[config.mk]
export PLATFORM = sky130hd
export DESIGN_NAME = pr_bitstream_feeder_flat
export DESIGN_NICKNAME = d
export VERILOG_FILES = /design/src/rtl/pr_bitstream_feeder_if.sv /design/src/rtl/pr_bitstream_feeder.sv /design/src/flat_wrapper.sv
export SDC_FILE = /design/constraint.sdc
export NUM_CORES = 1
export LEC_CHECK = 0
export BUFFER_PORTS_ARGS = -buffer_cell sky130_fd_sc_hd__buf_2
export CELL_PAD_IN_SITES_DETAIL_PLACEMENT = 0
export CELL_PAD_IN_SITES_GLOBAL_PLACEMENT = 1
export CORE_MARGIN = 2
export CORE_UTILIZATION = 40
export CTS_CLUSTER_SIZE = 12
export DETAILED_ROUTE_END_ITERATION = 16
export PLACE_DENSITY = 0.89
export SYNTH_ARGS = -nofsm -noshare
export SYNTH_HDL_FRONTEND = slang
export SYNTH_SLANG_ARGS = --single-unit
[constraint.sdc]
create_clock -name clk -period 3.1 [get_ports clk]
set_input_delay 0.31 -clock clk [delete_from_list [all_inputs] [get_ports clk]]
set_output_delay 0.31 -clock clk [all_outputs]
set_load 0.02 [all_outputs]
[src/rtl/pr_bitstream_feeder_if.sv]
// Bitstream ROM read port and PR IP streaming port of the feeder.
// master = feeder side, slave = ROM / PR IP side.
interface pr_bitstream_feeder_if #(
  parameter int ADDR_W = 20
);
  logic              mem_rd;
  logic [ADDR_W-1:0] mem_addr;
  logic [15:0]       mem_rdata;
  logic              pr_start;
  logic [15:0]       pr_data;
  logic              pr_data_valid;
  logic              pr_data_ready;
  logic [2:0]        pr_status;

  modport master (
    output mem_rd, mem_addr, pr_start, pr_data, pr_data_valid,
    input  mem_rdata, pr_data_ready, pr_status
  );

  modport slave (
    input  mem_rd, mem_addr, pr_start, pr_data, pr_data_valid,
    output mem_rdata, pr_data_ready, pr_status
  );
endinterface

[src/rtl/pr_bitstream_feeder.sv]
// Streams a bitstream of num_words 16-bit words from a fixed-latency ROM into
// a partial-reconfiguration IP, with start/finish handshakes, timeouts and
// sticky done/error reporting.
module pr_bitstream_feeder #(
  parameter int ADDR_W  = 20,
  parameter int TIMEOUT = 1_000_000
) (
  input  logic                  clk,
  input  logic                  rst,
  input  logic                  start,
  input  logic [ADDR_W-1:0]     num_words,
  output logic                  busy,
  output logic                  done,
  output logic                  error,
  output logic [2:0]            err_code,
  pr_bitstream_feeder_if.master bus
);
  localparam int TW = $clog2(TIMEOUT + 1);

  localparam logic [2:0] ST_PROG = 3'b100;
  localparam logic [2:0] ST_OK   = 3'b101;
  localparam logic [2:0] EC_TMO  = 3'b110;
  localparam logic [2:0] EC_ZERO = 3'b111;

  typedef enum logic [2:0] {
    S_IDLE, S_START, S_STREAM, S_FINISH, S_DONE, S_ERR
  } state_t;

  state_t            state;
  logic [ADDR_W-1:0] words_q, rd_cnt, xfer_cnt;
  logic [TW-1:0]     tmo_cnt;
  logic [1:0][15:0]  fifo_q;
  logic              wr_ptr, rd_ptr;
  logic [1:0]        occ;
  logic              rd_pend;     // ROM data for last cycle's strobe is on mem_rdata now
  logic              st_err, pop, push, can_issue, tmo;
  logic [2:0]        credit;

  assign st_err = (bus.pr_status == 3'b001) || (bus.pr_status == 3'b010) ||
                  (bus.pr_status == 3'b011);
  assign tmo    = (tmo_cnt == TW'(TIMEOUT - 1));

  assign bus.pr_data_valid = (state == S_STREAM) && (occ != 2'd0);
  assign bus.pr_data       = fifo_q[rd_ptr];
  assign pop               = bus.pr_data_valid && bus.pr_data_ready;
  assign push              = rd_pend && (state == S_STREAM) && !st_err;

  // Buffered plus in-flight words; a slot freed by this cycle's transfer may be
  // reused immediately, which is what keeps the stream bubble-free.
  assign credit    = {1'b0, occ} + {2'b00, rd_pend};
  assign can_issue = (credit < 3'd2) || ((credit == 3'd2) && pop);

  assign bus.mem_rd   = (state == S_STREAM) && !st_err && (rd_cnt < words_q) && can_issue;
  assign bus.mem_addr = rd_cnt;
  assign bus.pr_start = (state == S_START);
  assign busy         = (state == S_START) || (state == S_STREAM) || (state == S_FINISH);

  // Control FSM together with the read counters and the 2-entry prefetch FIFO.
  always_ff @(posedge clk) begin
    if (rst) begin
      state    <= S_IDLE;
      done     <= 1'b0;
      error    <= 1'b0;
      err_code <= 3'b000;
      words_q  <= '0;
      rd_cnt   <= '0;
      xfer_cnt <= '0;
      tmo_cnt  <= '0;
      fifo_q   <= '0;
      wr_ptr   <= 1'b0;
      rd_ptr   <= 1'b0;
      occ      <= 2'd0;
      rd_pend  <= 1'b0;
    end else begin
      rd_pend <= bus.mem_rd;
      tmo_cnt <= tmo_cnt + 1'b1;
      if (bus.mem_rd) rd_cnt <= rd_cnt + 1'b1;
      if (push) begin
        fifo_q[wr_ptr] <= bus.mem_rdata;
        wr_ptr         <= ~wr_ptr;
      end
      if (pop) begin
        rd_ptr   <= ~rd_ptr;
        xfer_cnt <= xfer_cnt + 1'b1;
      end
      occ <= occ + {1'b0, push} - {1'b0, pop};

      case (state)
        S_IDLE, S_DONE, S_ERR: begin
          if (start) begin
            tmo_cnt <= '0;
            done    <= 1'b0;
            if (num_words == '0) begin
              state    <= S_ERR;
              error    <= 1'b1;
              err_code <= EC_ZERO;
            end else begin
              state    <= S_START;
              words_q  <= num_words;
              error    <= 1'b0;
              err_code <= 3'b000;
              rd_cnt   <= '0;
              xfer_cnt <= '0;
              occ      <= 2'd0;
              wr_ptr   <= 1'b0;
              rd_ptr   <= 1'b0;
            end
          end
        end
        S_START: begin
          if (bus.pr_status == ST_PROG) begin
            state   <= S_STREAM;
            tmo_cnt <= '0;
          end else if (tmo) begin
            state    <= S_ERR;
            error    <= 1'b1;
            err_code <= EC_TMO;
            tmo_cnt  <= '0;
          end
        end
        S_STREAM, S_FINISH: begin
          // Error status wins over a last-word transfer or success; the FIFO
          // is dropped and the pending ROM word is never written.
          if (st_err) begin
            state    <= S_ERR;
            error    <= 1'b1;
            err_code <= bus.pr_status;
            tmo_cnt  <= '0;
            occ      <= 2'd0;
            wr_ptr   <= 1'b0;
            rd_ptr   <= 1'b0;
          end else if (state == S_STREAM) begin
            if (pop && (xfer_cnt == words_q - 1'b1)) begin
              state   <= S_FINISH;
              tmo_cnt <= '0;
            end
          end else if (bus.pr_status == ST_OK) begin
            state   <= S_DONE;
            done    <= 1'b1;
            tmo_cnt <= '0;
          end else if (tmo) begin
            state    <= S_ERR;
            error    <= 1'b1;
            err_code <= EC_TMO;
            tmo_cnt  <= '0;
          end
        end
        default: state <= S_IDLE;
      endcase
    end
  end
endmodule

[src/flat_wrapper.sv]
// flat-port wrapper written by rule: the top's interface ports become plain ports
module pr_bitstream_feeder_flat 
#(
  parameter int ADDR_W  = 20,
  parameter int TIMEOUT = 1_000_000
)
  (clk, rst, start, num_words, busy, done, error, err_code, bus_mem_rd, bus_mem_addr, bus_pr_start, bus_pr_data, bus_pr_data_valid, bus_mem_rdata, bus_pr_data_ready, bus_pr_status);
  pr_bitstream_feeder_if #(.ADDR_W(ADDR_W)) bus_i ();
  input  logic clk;
  input  logic rst;
  input  logic start;
  input  logic [ADDR_W-1:0] num_words;
  output logic busy;
  output logic done;
  output logic error;
  output logic [2:0] err_code;
  output wire logic [$bits(bus_i.mem_rd)-1:0] bus_mem_rd;
  output wire logic [$bits(bus_i.mem_addr)-1:0] bus_mem_addr;
  output wire logic [$bits(bus_i.pr_start)-1:0] bus_pr_start;
  output wire logic [$bits(bus_i.pr_data)-1:0] bus_pr_data;
  output wire logic [$bits(bus_i.pr_data_valid)-1:0] bus_pr_data_valid;
  input wire logic [$bits(bus_i.mem_rdata)-1:0] bus_mem_rdata;
  input wire logic [$bits(bus_i.pr_data_ready)-1:0] bus_pr_data_ready;
  input wire logic [$bits(bus_i.pr_status)-1:0] bus_pr_status;
  assign bus_mem_rd = bus_i.mem_rd;
  assign bus_mem_addr = bus_i.mem_addr;
  assign bus_pr_start = bus_i.pr_start;
  assign bus_pr_data = bus_i.pr_data;
  assign bus_pr_data_valid = bus_i.pr_data_valid;
  assign bus_i.mem_rdata = bus_mem_rdata;
  assign bus_i.pr_data_ready = bus_pr_data_ready;
  assign bus_i.pr_status = bus_pr_status;
  pr_bitstream_feeder #(.ADDR_W(ADDR_W), .TIMEOUT(TIMEOUT)) u_core (.clk(clk), .rst(rst), .start(start), .num_words(num_words), .busy(busy), .done(done), .error(error), .err_code(err_code), .bus(bus_i));
endmodule
==> flow_metrics.py <==
metrics = {
    "run_status": {
        "outcome": "complete, no violations",
    },
    "worst_hold_path": {
        "min_from": "num_words[19]",
        "hold_depth": 3,
        "worst_hold_path_type": "input port to register",
        "worstHoldEndpoint": "u_core.words_q[19]$_SDFFE_PP0P_",
    },
    "placed_design": {
        "pre_cts_ws_ns": 0.237,
        "dp_hpwl_microns": 12800,
        "place.port_buffers": 87,
        "gp_congestion": 0.879,
    },
    "grt": {
        "gr-usage-met3": 0.0481,
        "grt_pass1_wl_microns": 29100,
        "grt_max_degree": 61,
        "grt_pass1_vias": 5739,
        "grt-ovfl-total": 0,
        "use_met1": 0.271,
        "grt_antenna_before_repair": 0,
        "track_usage": 0.197,
        "use_met2": 0.299,
        "busiest_layer": "met2",
    },
    "finish": {
        "nFillCells": 1720,
        "layout.nets": 979,
        "most-common-layout-cells": "125 x dfxtp_1, 117 x nor2_1, 87 x buf_2",
        "layout.cells.most_common": "dfxtp_1",
        "n_antenna_cell": 0,
        "syn_to_final_growth_pct": 19.8,
        "drive_above_1_share": 0.208,
    },
    "setup_path": {
        "cpPeakStageDelay_ns": 0.41,
        "start_kind": "register",
        "cp_data_arrival_time_ns": 2.64,
        "r2r_start": "u_core.words_q[7]$_SDFFE_PP0P_",
        "slowest_stage": "dfxtp_1",
        "critPathKind": "register to primary output",
        "cp_data_required_time_ns": 2.79,
        "end_kind": "primary output",
        "cp_cell_sequence": "inv_1 > ha_1 > a21o_1 > a21o_1 > a21oi_2 > o211a_1 > o31ai_4 > a21boi_2 > buf_2",
        "cp_max_fo": 16,
        "r2r_cells": 8,
        "regToRegSetupSlack_ns": 0.22,
        "r2r-end": "u_core.tmo_cnt[9]$_SDFF_PP0_",
        "cpMostUsedCell": "a21o_1",
    },
    "job": {
        "cap_violations": 0,
    },
    "logic_synthesis": {
        "yosys.area_share.xor_xnor": 0.0770,
        "ys_ff_latch": 125,
        "syn_inst": 817,
        "avgSynthCellArea_sq_um": 8.63,
        "synth_area_leaders": "dfxtp_1 35%, mux2i_1 8.8%, nor2_1 6.2%",
        "synth-async-reset-ratio": 0,
        "synthMuxAreaShare": 0.115,
        "yosys.area_share.adder": 0.0532,
        "ys_types": 62,
        "synth_enable_flop_cells": 0,
        "synth_top_area_frac": 0.355,
        "synthesis.area_sq_um": 7050,
        "synthSimpleGateAreaFrac": 0.227,
        "synth_flop_cell": "dfxtp_1",
        "synth_top_family_by_area": "simple AND/OR/NAND/NOR gates",
        "syn-num-nets": 890,
        "yosysWarnings": 0,
        "synth_top_area_cell": "dfxtp_1",
        "synth_compound_area_frac": 0.126,
        "seq_area_frac_synth": 0.355,
    },
    "clock_tree": {
        "clock_latency_ns": 0.42,
        "holdBufCountCts": 0,
        "h-tree-depth": 4,
        "clk_pin_slew_ns": 0.07,
        "clock_path_buffers": 2,
        "cts_tree": "yes",
        "cts.sinks": 125,
        "numCtsBuffers": 17,
        "root_buffer": "clkbuf_16",
    },
    "sta": {
        "finalHoldViolCount": 0,
        "setup_violations": 0,
        "fin_ws_ns": 0.149,
        "worstMarginPinSlew_ns": 0.881,
        "rsz0062_at_grt": "false",
        "period_minus_slack_ns": 2.95,
        "fin_worst_skew_ns": 0.00888,
        "setup_tns_ns": 0,
        "fin_crit_sh": 0.952,
        "max-slew-margin-rel": 0.412,
        "final_max_slew_viol_count": 0,
        "timing.fmax_mhz": 339,
    },
    "route": {
        "wire_per_inst_microns": 15.6,
        "remaining_drc_errors": 0,
        "finalWirelength_microns": 17800,
        "drt_iter0_markers": 374,
        "drtPass1Iterations": 5,
        "drtAntennaViolNets": 0,
        "num_vias": 6125,
        "viasPerCell": 5.35,
    },
    "pwr": {
        "power.share.clock": 0.483,
        "ir_worst_vdd_v": 0.000380,
        "pwr-share-seq": 0.389,
        "power.internal_mw": 3.01,
        "power_mw": 4.27,
        "powerDensity_nw_per_um2": 505,
        "p_leak_nw": 3.48,
        "share_comb_of_total_power": 0.128,
        "switching_share": 0.295,
        "switching_power_mw": 1.26,
    },
    "floorplan": {
        "die_h_microns": 137,
        "start_util": 0.408,
        "die_w_microns": 137,
        "pin_count": 88,
        "core_area_sq_um": 17300,
        "die_area_sq_um": 18700,
        "placementRows": 48,
    },
}
[layout make-up]
type	count	area (sq um)	share of cell area
clock buffer	17	425	0.0503
clock inverter	15	194	0.0230
inverter	37	139	0.0164
multi-input combinational	611	4260	0.504
sequential	125	2500	0.296
tap	225	282	0.0333
timing repair buffer	114	651	0.0770
[sequential cells by signal, indices dropped and copies added (netlist names)]
signal and count:
u_core.tmo_cnt 20, u_core.rd_pend 1, u_core.err_code 3, u_core.state 3, u_core.xfer_cnt 20, u_core.fifo_q 32
u_core.words_q 20, u_core.rd_ptr 1, u_core.bus.mem_addr 20, u_core.wr_ptr 1, u_core.occ 2, u_core.error 1
u_core.done 1
[power by group through the flow]
stage / sequential [mW] / clock, mW / combinational [mW]
5_1_grt: 1.66 / 2.17 / 0.596
6_report: 1.66 / 2.06 / 0.546
4_1_cts: 1.66 / 2.10 / 0.538
3_5_place_dp: 1.70 / 0 / 0.534
2_1_floorplan: 1.69 / 0 / 0.376
3_3_place_gp: 1.70 / 0 / 0.533
[how the worst max path moves through the flow]
stage	startpoint	end	slack (ns)	cells past startpoint
3_5_place_dp	u_core.words_q[7]$_SDFFE_PP0P_	u_core.tmo_cnt[2]$_SDFF_PP0_	0.24	8
3_3_place_gp	u_core.words_q[5]$_SDFFE_PP0P_	u_core.tmo_cnt[9]$_SDFF_PP0_	0.28	8
2_1_floorplan	u_core.words_q[5]$_SDFFE_PP0P_	u_core.tmo_cnt[12]$_SDFF_PP0_	0.1	10
6_report	u_core.words_q[13]$_SDFFE_PP0P_	bus_mem_rd	0.15	9
4_1_cts	u_core.words_q[13]$_SDFFE_PP0P_	bus_mem_rd	0.005	9
5_1_grt	u_core.state[2]$_SDFFE_PP0P_	bus_mem_rd	0.03	6
[kinds of logic (layout without fill, tap and decap cells)]
logic type,count (synthesis),count (layout)
adder cells (fa/ha/maj),30,30
AO/OA/AOI/OAI,120,120
XOR/XNOR,62,62
flip-flops,125,125
buffers and inverters,81,183
multiplexers,79,79
AND/OR/NAND/NOR,320,320
[per-layer routing]
| layer | vias to the layer above | wire (microns) |
|---|---|---|
| li1 | 3075 | - |
| met1 | 2877 | 8700 |
| met2 | 141 | 7860 |
| met3 | 32 | 879 |
| met4 | 0 | 363 |
| met5 | - | 0 |
[stage by stage]
step                cells  hold WS (ns)  instance area [sq um]  utilization
floorplan             817         0.435                   7050            -
global placement     1112         0.443                   7820        0.452
detailed placement   1112         0.449                   7820        0.452
CTS                  1144         0.117                   8440        0.488
global route         1144         0.138                   8450        0.488
finish               1144         0.132                   8450        0.488
[synth_stat cells, types with 3 or more instances]
master	number
dfxtp_1	125
nor2_1	117
mux2i_1	62
nand2_1	52
inv_1	37
clkbuf_1	34
a21oi_1	32
xor2_1	32
ha_1	30
nand4_1	30
xnor2_1	30
nand3_1	28
o21ai_0	22
nor3_1	18
mux2_2	17
a2111o_1	14
and3_1	14
a21o_1	12
nand2b_1	11
nor2_2	10
nor4_1	9
and2_1	7
a211oi_1	6
and4_1	4
buf_1	4
o31a_1	4
o31ai_1	4
or4_1	4
a31oi_1	3
buf_6	3
or3_1	3
[worst max-delay path: cells and delay by family, from the launching register on]
family / cells / cell delay, ns
AOI/OAI and AO/OA: 6 / 1.17
DFF: 1 / 0.41
adders and majority gates: 1 / 0.32
buffers and inverters: 2 / 0.32
[timing repair]
item / CTS / global route
gates resized for setup: 0 / 3
buffers inserted: 0 / 0
endpoints found under the setup margin: 0 / 8
No activity file was read; power rests on OpenSTA's default activity.
